<file path="config.mk">
export PLATFORM = sky130hd
export DESIGN_NAME = mem_window_cmp
export DESIGN_NICKNAME = d
export VERILOG_FILES = /design/src/rtl/prog_chk_pkg.sv /design/src/rtl/mem_window_cmp.sv
export SDC_FILE = /design/constraint.sdc
export NUM_CORES = 1
export LEC_CHECK = 0
export CAP_MARGIN = 20
export CORE_UTILIZATION = 49
export DETAILED_ROUTE_END_ITERATION = 16
export GPL_ROUTABILITY_DRIVEN = 0
export PLACE_DENSITY_LB_ADDON = 0.05
export SLEW_MARGIN = 20
export SYNTH_ARGS = -nofsm -noshare
export SYNTH_HDL_FRONTEND = slang
export SYNTH_SLANG_ARGS = --single-unit
</file>
<file path="constraint.sdc">
create_clock -name clk -period 2.5 [get_ports clk]
set_clock_uncertainty 0.2 [all_clocks]
set_input_delay 0.5 -clock clk [delete_from_list [all_inputs] [get_ports clk]]
set_output_delay 0.5 -clock clk [all_outputs]
set_load 0.01 [all_outputs]
</file>
<file path="src/rtl/prog_chk_pkg.sv">
// Shared types and helpers for the program-sequence checker.
package prog_chk_pkg;

    localparam int DEF_NUM_PROGS = 3;
    localparam int PW            = $clog2(DEF_NUM_PROGS);

    typedef enum logic [2:0] {
        IDLE  = 3'd0,
        START = 3'd1,
        WAIT  = 3'd2,
        SCAN  = 3'd3,
        DRAIN = 3'd4,
        NEXT  = 3'd5,
        DONE  = 3'd6
    } state_t;

    // Increment that sticks at max_value instead of wrapping.
    function automatic logic [31:0] sat_inc(input logic [31:0] value, input logic [31:0] max_value);
        if (value >= max_value) begin
            return value;
        end else begin
            return value + 32'd1;
        end
    endfunction

endpackage

</file>
<file path="src/rtl/mem_window_cmp.sv">
// Sweeps one address window [lo, hi) and compares DUT read data against golden data
// one cycle behind the issued address, counting mismatches and latching the first.
module mem_window_cmp
    import prog_chk_pkg::*;
#(
    parameter int ADDR_W = 8,
    parameter int DATA_W = 8,
    parameter int CNT_W  = 16
) (
    input  logic              clk,
    input  logic              rst_n,
    input  logic              start,
    input  logic [ADDR_W-1:0] lo,
    input  logic [ADDR_W-1:0] hi,
    input  logic [DATA_W-1:0] dut_data,
    input  logic [DATA_W-1:0] gold_data,
    input  logic              gold_valid,
    output logic [ADDR_W-1:0] addr,
    output logic              busy,
    output logic [CNT_W-1:0]  err,
    output logic [ADDR_W-1:0] first
);

    localparam logic [31:0]       ERR_MAX  = 32'((64'd1 << CNT_W) - 64'd1);
    localparam logic [ADDR_W-1:0] ADDR_ONE = ADDR_W'(1);

    logic [ADDR_W-1:0] addr_r;
    logic [ADDR_W-1:0] addr_d_r;
    logic [ADDR_W-1:0] first_r;
    logic [CNT_W-1:0]  err_r;
    logic              addr_active_r;
    logic              cmp_valid_r;
    logic              mismatch_s;

    // Read data arriving now belongs to addr_d_r; don't-care golden words never mismatch.
    always_comb begin
        mismatch_s = 1'b0;
        if (cmp_valid_r && gold_valid) begin
            mismatch_s = (dut_data != gold_data);
        end else begin
            mismatch_s = 1'b0;
        end
    end

    // Address sweep, one-stage compare pipeline, saturating count and first-mismatch latch.
    always_ff @(posedge clk or negedge rst_n) begin
        if (!rst_n) begin
            addr_r        <= {ADDR_W{1'b0}};
            addr_d_r      <= {ADDR_W{1'b0}};
            first_r       <= {ADDR_W{1'b0}};
            err_r         <= {CNT_W{1'b0}};
            addr_active_r <= 1'b0;
            cmp_valid_r   <= 1'b0;
        end else begin
            cmp_valid_r <= addr_active_r;
            addr_d_r    <= addr_r;
            if (start) begin
                addr_r        <= lo;
                addr_active_r <= (lo < hi);
                err_r         <= {CNT_W{1'b0}};
                first_r       <= {ADDR_W{1'b0}};
            end else begin
                // The counter stops on hi-1 so it can never wrap past the top of memory.
                if (addr_active_r) begin
                    if (addr_r == hi - ADDR_ONE) begin
                        addr_active_r <= 1'b0;
                    end else begin
                        addr_r <= addr_r + ADDR_ONE;
                    end
                end
                if (mismatch_s) begin
                    err_r <= CNT_W'(sat_inc(32'(err_r), ERR_MAX));
                    if (err_r == {CNT_W{1'b0}}) begin
                        first_r <= addr_d_r;
                    end
                end
            end
        end
    end

    assign addr  = addr_r;
    assign busy  = addr_active_r;
    assign err   = err_r;
    assign first = first_r;

endmodule

</file>
Word-level counts from Yosys, hierarchy flattened
Cells that the tools add are included.

Register bits: 42. Input port bits: 36. Output and inout bits: 33. Word-level logic and storage cells: 36.

$add $sub $neg: 3. $lt $le $gt $ge: 2. Eq/ne operators: 4. Mux-type cells: 13. Reduce and logical (&&, ||, !) cells: 8.

Operators with widths (number): two-way mux 16 bit (3); two-way mux 8 bit (6); adder 16 x 1 -> 16 bit, second input constant (1); >= comparator 16 bit, second input constant (1); logical NOT 16 bit (1); adder 8 x 1 -> 8 bit, second input constant (1); equality test 8 bit (1); < comparator 8 bit (1); != test 8 bit (1); subtractor 8 x 1 -> 8 bit, second input constant (1); AND reduction 2 bit (3); nonzero test 2 bit (3); two-way mux 1 bit (4); != test 2 bit, second input constant (2); logical AND 1 bit (1).

Logic depth before layout (Yosys ltp)
Gate-level depths: netlist (run 1).

Depth in word-level cells: 5. Depth in mapped cells: 8. Depth with buffers taken out: 7.

Worst setup path before layout (run 1)
Ideal clock, no wire load.

Path type: in2reg. From: input port gold_data[6]. To: register first_r[0] (netlist: first[0]). Setup time: 0.121 ns. Arrival: 1.799 ns. Required time: 2.179 ns. Path slack: 0.380 ns. Cell stages on the path: 7. Path through: xor2_1 nor4_2 a21oi_4 and4_1 nor2b_1 clkbuf_1 a22o_1.

Longest elaborated chain between the ends: 4.

Ends and longest elaborated chain: from (decl) (RTL line mem_window_cmp.sv:16) `input logic [DATA_W-1:0] gold_data,`; != test 8 bit (RTL line mem_window_cmp.sv:39) `mismatch_s = (dut_data != gold_data);`; two-way mux 1 bit (RTL line mem_window_cmp.sv:38) `if (cmp_valid_r && gold_valid) begin`; nonzero test 2 bit (no line); AND reduction 2 bit (no line); to (signal assigned) (RTL line mem_window_cmp.sv:50) `first_r <= {ADDR_W{1'b0}};`; to (signal assigned) (RTL line mem_window_cmp.sv:61) `first_r <= {ADDR_W{1'b0}};`; to (signal assigned) (RTL line mem_window_cmp.sv:74) `first_r <= addr_d_r;`; to (decl) (RTL line mem_window_cmp.sv:29) `logic [ADDR_W-1:0] first_r;`.

Every way passes these cells. A chain may end at the register's enable or synchronous reset.

Worst setup path in the final report (run 1)
From: input port dut_data[1]. To: register err_r[12] (netlist: err[12]).

Longest elaborated chain between the ends: 4.

Ends and longest elaborated chain: from (decl) (RTL line mem_window_cmp.sv:15) `input logic [DATA_W-1:0] dut_data,`; != test 8 bit (RTL line mem_window_cmp.sv:39); two-way mux 1 bit (RTL line mem_window_cmp.sv:38); nonzero test 2 bit (no line); AND reduction 2 bit (no line); to (signal assigned) (RTL line mem_window_cmp.sv:51) `err_r <= {CNT_W{1'b0}};`; to (signal assigned) (RTL line mem_window_cmp.sv:60) `err_r <= {CNT_W{1'b0}};`; to (signal assigned) (RTL line mem_window_cmp.sv:72) `err_r <= CNT_W'(sat_inc(32'(err_r), ERR_MAX));`; to (decl) (RTL line mem_window_cmp.sv:30) `logic [CNT_W-1:0] err_r;`.

Every way passes these cells.

==> implementation parameters, run 1 <==
Parameter                              Value

Clock tree
  Maximum clock path buffer count ... 2
  Number of buffers added for setup after CTS ... 0
  Clock transition at the registers of the reported paths ... 80 ps
  H-tree depth ... 2
  Clk Latency, worst-skew pair ... 290 ps
  Number of clock sinks seen by CTS ... 42
  TritonCTS clock tree ... done
  Cts-stage hold buffer count ... 0
  Cell at the root of the clock tree ... clkbuf_8
  Resize count post-CTS ... 0
  Total clock buffers created by CTS ... 5

Drt
  Wire length reported by the detailed router ... 6.18 mm
  Initial DRC count ... 85
  Detailed-routing iteration count for the pre-antenna-repair pass ... 4
  Post-detailed-route wirelength per cell ... 14.6 um
  Vias per std cell ... 5.49
  Final routed DRC violation total ... 0
  Count of nets left with antenna violations after detail routing ... 0
  Vias post-DR ... 2317

Yosys
  Most frequent cells after synthesis ... 42 x dfrtp_1, 19 x a21oi_1, 16 x inv_1, 15 x nand2_1, 15 x nor2_1
  Cell taking the most area after synthesis ... dfrtp_1
  Number of nets in the synthesized netlist ... 314
  Unique cell type count in the Yosys netlist ... 50
  Count of mapped cells out of synthesis ... 267
  Sequential element share of the synthesized area ... 41.4%
  Syn Area/Cell ... 9.50 um2
  Summed instance area of the synthesized netlist ... 2540 um2
  Number of enable flip-flop cells after synthesis ... 0
  Fraction of registers with async set or reset after synthesis ... 100%
  Area share of the leading cell type in the synthesized netlist ... 41.4%
  Top area cells in the synthesized netlist ... dfrtp_1 41%, ha_1 5.4%, xnor2_1 4.8%, xor2_1 4.1%, a21oi_1 3.7%
  Warnings, synthesis ... 0
  Register bit count reported by yosys ... 42
  Primary flip-flop cell chosen by synthesis mapping ... dfrtp_1
  Dominant cell by count in the synthesized netlist ... dfrtp_1

Pwr
  Worst voltage drop across the vdd grid ... 0.274 mV
  PD cells ... 498 nW/um2
  Static leakage ... 1.47 nW
  Final Total Pwr ... 1.77 mW

Die
  Starting Density ... 52.3%
  Die area ... 5470 um2
  Core area ... 4850 um2
  Height of the die ... 74.0 um
  X dimension of the die ... 74.0 um
  Ports ... 69
  Standard-cell row count ... 25

Placed design
  Cell count after placement ... 414
  Sum of net half-perimeters after detailed placement ... 4.76 mm
  Count of buffers inserted at the top-level ports ... 68

STA
  Shortest period the worst path allows ... 2360 ps
  Final setup violation count ... 0
  Final hold slack ... -1.16 ps
  Setup repair after global routing missed its margin ... no
  Aggregate negative setup slack ... 0 ps
  Final Cycle Share ... 94.3%
  Maximum clock rate ... 424 MHz
  Count of final hold-check violations ... 1
  Worst slew margin relative to its limit ... 61.1%
  Number of max-slew violations in the final report ... 0
  Slew at the pin with the worst max-slew slack ... 583 ps

Critical path
  Number of gates on the worst path with buffers counted ... 8
  Crit path buf inv count ... 2
  Required arrival time at the worst endpoint ... 2520 ps
  Minimum setup slack among reg-to-reg paths ... 160 ps
  Critical path data arrival time ... 2380 ps
  Type of the setup path with the least slack ... input port to register
  Critical Path, Cell by Cell ... clkdlybuf4s50_1 -> xor2_1 -> nor4_2 -> a21oi_4 -> buf_12 -> nand3_2 -> or4_1 -> a21oi_1
  Type of element capturing the critical path ... register
  Nature of the critical path startpoint ... input port
  Max stage delay on crit path ... 480 ps
  Cell at the slowest stage of the critical path ... clkdlybuf4s50_1
  Peak fanout along the critical path ... 9
  Worst-case reg-to-reg path depth ... 7
  Delay-heaviest family, CP ... simple AND/OR/NAND/NOR gates

Layout
  Area growth from synthesis to layout ... 40.2%
  Fraction of layout cells with a size suffix above 1 ... 12.1%
  Final-stage net count ... 401
  Register cell area after layout ... 1050 um2
  Layout filler cell count ... 380
  Final Non-Filler Cells ... 422
  Multi-input combinational cell area ... 1390 um2
  Antenna diode count ... 0

Outcome
  Result of the run ... finished, violations left
  Failing checks ... hold timing

GRT
  Number of antenna violations at the first check in global routing ... 0
  Global route overflow ... 0
  First-pass GRT wire length ... 9.93 mm
  GRT Util Overall ... 23.9%
  Largest net degree at the start of global routing ... 42
  Vias in the first global route ... 2164

Min path
  Kind of path behind the tightest hold check ... input port to asynchronous set/reset pin

Job
  Number of maximum-capacitance violations ... 0
==> flip-flops by register name, summed over array words and instances (netlist names) <==
name / flops
err: 16
cmp_valid_r: 1
first: 8
addr: 8
addr_d_r: 8
busy: 1
==> worst paths after layout <==
| check | from | to |
|---|---|---|
| setup / recovery | dut_data[1] | err[12] |
| hold / removal | rst_n | err[0] |
| min in group clk | addr_d_r[4] | first[4] |
| setup reg to reg | err[0] | err[12] |
| hold reg to reg | addr_d_r[4] | first[4] |
| max in group asynchronous | rst_n | err[8] |
==> layer usage <==
metal	track usage [%]	wire length (um)	up-vias
met5	0	0	-
met4	6.84	65	0
met3	3.79	306	5
met2	40.1	2910	65
met1	32.0	2890	1093
li1	-	-	1154
==> layout by cell type (no fill, tap or decap), types with 2 or more instances in the layout <==
| cell type | n |
|---|---|
| clkdlybuf4s50_1 | 67 |
| dfrtp_1 | 42 |
| a21oi_1 | 19 |
| buf_4 | 19 |
| inv_1 | 16 |
| nor2_1 | 15 |
| nand2_1 | 15 |
| xnor2_1 | 14 |
| nand3_1 | 14 |
| xor2_1 | 12 |
| ha_1 | 11 |
| a22o_1 | 9 |
| o21ai_0 | 8 |
| and3_1 | 6 |
| nor4_1 | 5 |
| nor2b_1 | 5 |
| nand4_1 | 5 |
| or3_1 | 5 |
| clkbuf_8 | 5 |
| nor3_1 | 4 |
| o31ai_1 | 4 |
| or4_1 | 4 |
| o21ai_1 | 4 |
| o2111ai_1 | 3 |
| nor4_2 | 3 |
| nand2b_1 | 3 |
| o211ai_1 | 3 |
| and2_1 | 3 |
| o22ai_1 | 2 |
| a22oi_1 | 2 |
| o31a_1 | 2 |
| o311ai_1 | 2 |
| clkinvlp_4 | 2 |
| buf_12 | 2 |
==> report_power, final <==
group          total [mW]  internal [mW]  switching, mW  leakage, nW
clock               0.539          0.297          0.242       0.0504
sequential          0.793          0.731         0.0616        0.545
combinational       0.439          0.238          0.201        0.876
==> logic make-up after synthesis <==
logic type               after synthesis  share of synthesized area [%]
multiplexers                           1                          0.592
buffers and inverters                 25                           4.09
adder cells (fa/ha/maj)               11                           5.42
flip-flops                            42                           41.4
AND/OR/NAND/NOR                       99                           22.8
XOR/XNOR                              26                           8.97
AO/OA/AOI/OAI                         63                           16.7
==> area by class of cell <==
cell class | count | share of cell area (%)
Clock buffer | 5 | 1.93
Clock inverter | 3 | 1.27
Timing Repair Buffer | 89 | 24.1
Sequential cell | 42 | 29.5
Inverter | 16 | 1.69
Tap cell | 67 | 2.36
Multi-Input combinational cell | 200 | 39.1
==> through the flow <==
stage / worst slack [ps] / cell area, um2 / util [%] / hold slack [ps]
finish: 142 / 3560 / 73.4 / -1.16
global placement: -85.0 / 3440 / 70.9 / 244
CTS: 103 / 3550 / 73.2 / 19.9
detailed placement: -203 / 3440 / 70.9 / 248
floorplan: 380 / 2540 / - / 4.41
global route: 37.9 / 3560 / 73.4 / 55.7
(Power assumes the default switching activity.)
==> inputs of run 2 (changes only) <==
CORE_UTILIZATION = 50   (was 49)
CTS_BUF_LIST = sky130_fd_sc_hd__clkbuf_2 sky130_fd_sc_hd__clkbuf_4 sky130_fd_sc_hd__clkbuf_8   (was not set)
==> run 2 against run 1 <==
Effect of this change:
- the run now ends clean
- largest cell class unchanged
- combinational power down 0.9%
- hold slack improved by 12 ps
- critical endpoint is now err[14]
- first-iteration DRC count grew 36%
==> implementation parameters, run 2 (synthesized netlist as in run 1, its figures left out) <==
Parameter                              Value

Layout
  Final-stage net count ... 401
  Number of flip-flops under the largest register name ... 16
  Fraction of layout cells with a size suffix above 1 ... 12.4%
  Most used cells in the layout excluding fill and tap cells ... 67 x clkdlybuf4s50_1, 42 x dfrtp_1, 21 x buf_4
  Layout filler cell count ... 410
  Area growth from synthesis to layout ... 39.1%
  Antenna diode count ... 0
  Leading cell type in the layout, fill and taps excluded ... clkdlybuf4s50_1
  Final design utilization ... 73.3%

STA
  Final setup violation count ... 0
  Slack of the critical path ... 148 ps
  Worst slew margin relative to its limit ... 59.2%
  Shortest period the worst path allows ... 2350 ps
  Number of max-slew violations in the final report ... 0
  Slew at the pin with the worst max-slew slack ... 613 ps
  Maximum clock rate ... 425 MHz
  Final Cycle Share ... 94.1%
  Count of final hold-check violations ... 0

GRT
  First-pass GRT wire length ... 10.0 mm
  Global route overflow ... 0
  Number of antenna violations at the first check in global routing ... 0
  Largest net degree at the start of global routing ... 29
  GRT Util Overall ... 24.6%
  Vias in the first global route ... 2152

Critical path
  Type of element capturing the critical path ... register
  Critical path data arrival time ... 2380 ps
  Required arrival time at the worst endpoint ... 2530 ps
  Type of the setup path with the least slack ... register to register
  Worst-case reg-to-reg path depth ... 7
  Critical path capture point ... err[14]
  Critical Path, Cell by Cell ... ha_1 -> and2_1 -> nand2_1 -> or3_1 -> nand3_2 -> or4_1 -> a21oi_1
  Cell at the slowest stage of the critical path ... or4_1
  Minimum setup slack among reg-to-reg paths ... 150 ps
  Peak fanout along the critical path ... 9
  Launching instance or port of the critical path ... err[0]
  Max stage delay on crit path ... 450 ps
  Worst R2R Start ... err[0]
  Nature of the critical path startpoint ... register
  Reg-to-reg endpoint ... err[14]

Pwr
  Worst voltage drop across the vdd grid ... 0.295 mV
  PD cells ... 498 nW/um2
  Static leakage ... 1.47 nW
  Final Total Pwr ... 1.76 mW

Placed design
  Pre-CTS WS ... -241 ps
  Sum of net half-perimeters after detailed placement ... 4.63 mm
  Count of buffers inserted at the top-level ports ... 68

Drt
  Initial DRC count ... 116
  Final routed DRC violation total ... 0
  Wire length reported by the detailed router ... 6.21 mm
  Post-detailed-route wirelength per cell ... 14.7 um
  Vias per std cell ... 5.53
  Detailed-routing iteration count for the pre-antenna-repair pass ... 5
  Vias post-DR ... 2334
  Count of nets left with antenna violations after detail routing ... 0

Job
  Number of maximum-capacitance violations ... 0

Die
  Die area ... 5360 um2
  Ports ... 69
  X dimension of the die ... 73.2 um
  Core area ... 4820 um2
  Height of the die ... 73.2 um
  Starting Density ... 52.7%
  Standard-cell row count ... 25

Clock tree
  TritonCTS clock tree ... done
  Total clock buffers created by CTS ... 5
  Cts-stage hold buffer count ... 0
  H-tree depth ... 2
  Clk Latency, worst-skew pair ... 290 ps
  Number of clock sinks seen by CTS ... 42
  Cell at the root of the clock tree ... clkbuf_8
  Clock transition at the registers of the reported paths ... 80 ps
  Maximum clock path buffer count ... 2
  Number of buffers added for setup after CTS ... 0

Min path
  Kind of path behind the tightest hold check ... input port to asynchronous set/reset pin

Outcome
  Result of the run ... finished, final reports clean
[run 2: power breakdown]
group | switching [mW] | internal, mW | total [mW]
clock network | 0.236 | 0.294 | 0.530
registers | 0.0627 | 0.732 | 0.794
logic | 0.201 | 0.234 | 0.435
[run 2: layout make-up]
class / count / area, um2 / area share [%]
inverter: 16 / 60.1 / 1.70
clock inverter: 3 / 40.0 / 1.13
clock buffer: 5 / 68.8 / 1.95
multi-input combinational: 200 / 1390 / 39.5
timing repair buffer: 89 / 833 / 23.6
sequential: 42 / 1050 / 29.8
tap: 67 / 83.8 / 2.38
[run 2: stage by stage]
step	setup TNS [ps]	instance area (um2)	instances	hold slack, ps
2_1_floorplan	0	2540	267	4.41
3_3_place_gp	-1470	3410	414	245
3_5_place_dp	-3070	3410	414	247
4_1_cts	0	3520	422	25.9
5_1_grt	-71.4	3530	422	50.4
6_report	0	3530	422	10.8
[run 2: timing repair]
item	CTS	global route
setup endpoints to repair	0	13
hold endpoints to repair	0	0
gates resized for setup	0	3
[run 2: metal layers]
metal / vias to the layer above / global-route usage, % / part of all wire [%]
li1: 1153 / - / -
met1: 1093 / 33.8 / 46
met2: 83 / 39.8 / 47
met3: 5 / 4.56 / 6.9
met4: 0 / 6.32 / 0.64
met5: - / 0 / 0
[run 2: critical path, delay by kind of cell, from the launching register on]
kind | cells | cell delay (ps)
and+or+nand+nor | 5 | 1270
DFF | 1 | 440
adders and majority gates | 1 | 230
AOI/OAI and AO/OA | 1 | 150
[run 2: how the worst min path moves through the flow]
stage / end / slack [ps] / depth (start not counted)
floorplan: addr[0] / 4 / 0
global placement: first[4] / 250 / 1
detailed placement: first[1] / 250 / 1
CTS: err[14] / 30 / 1
global route: err[14] / 50 / 1
finish: err[0] / 10 / 1
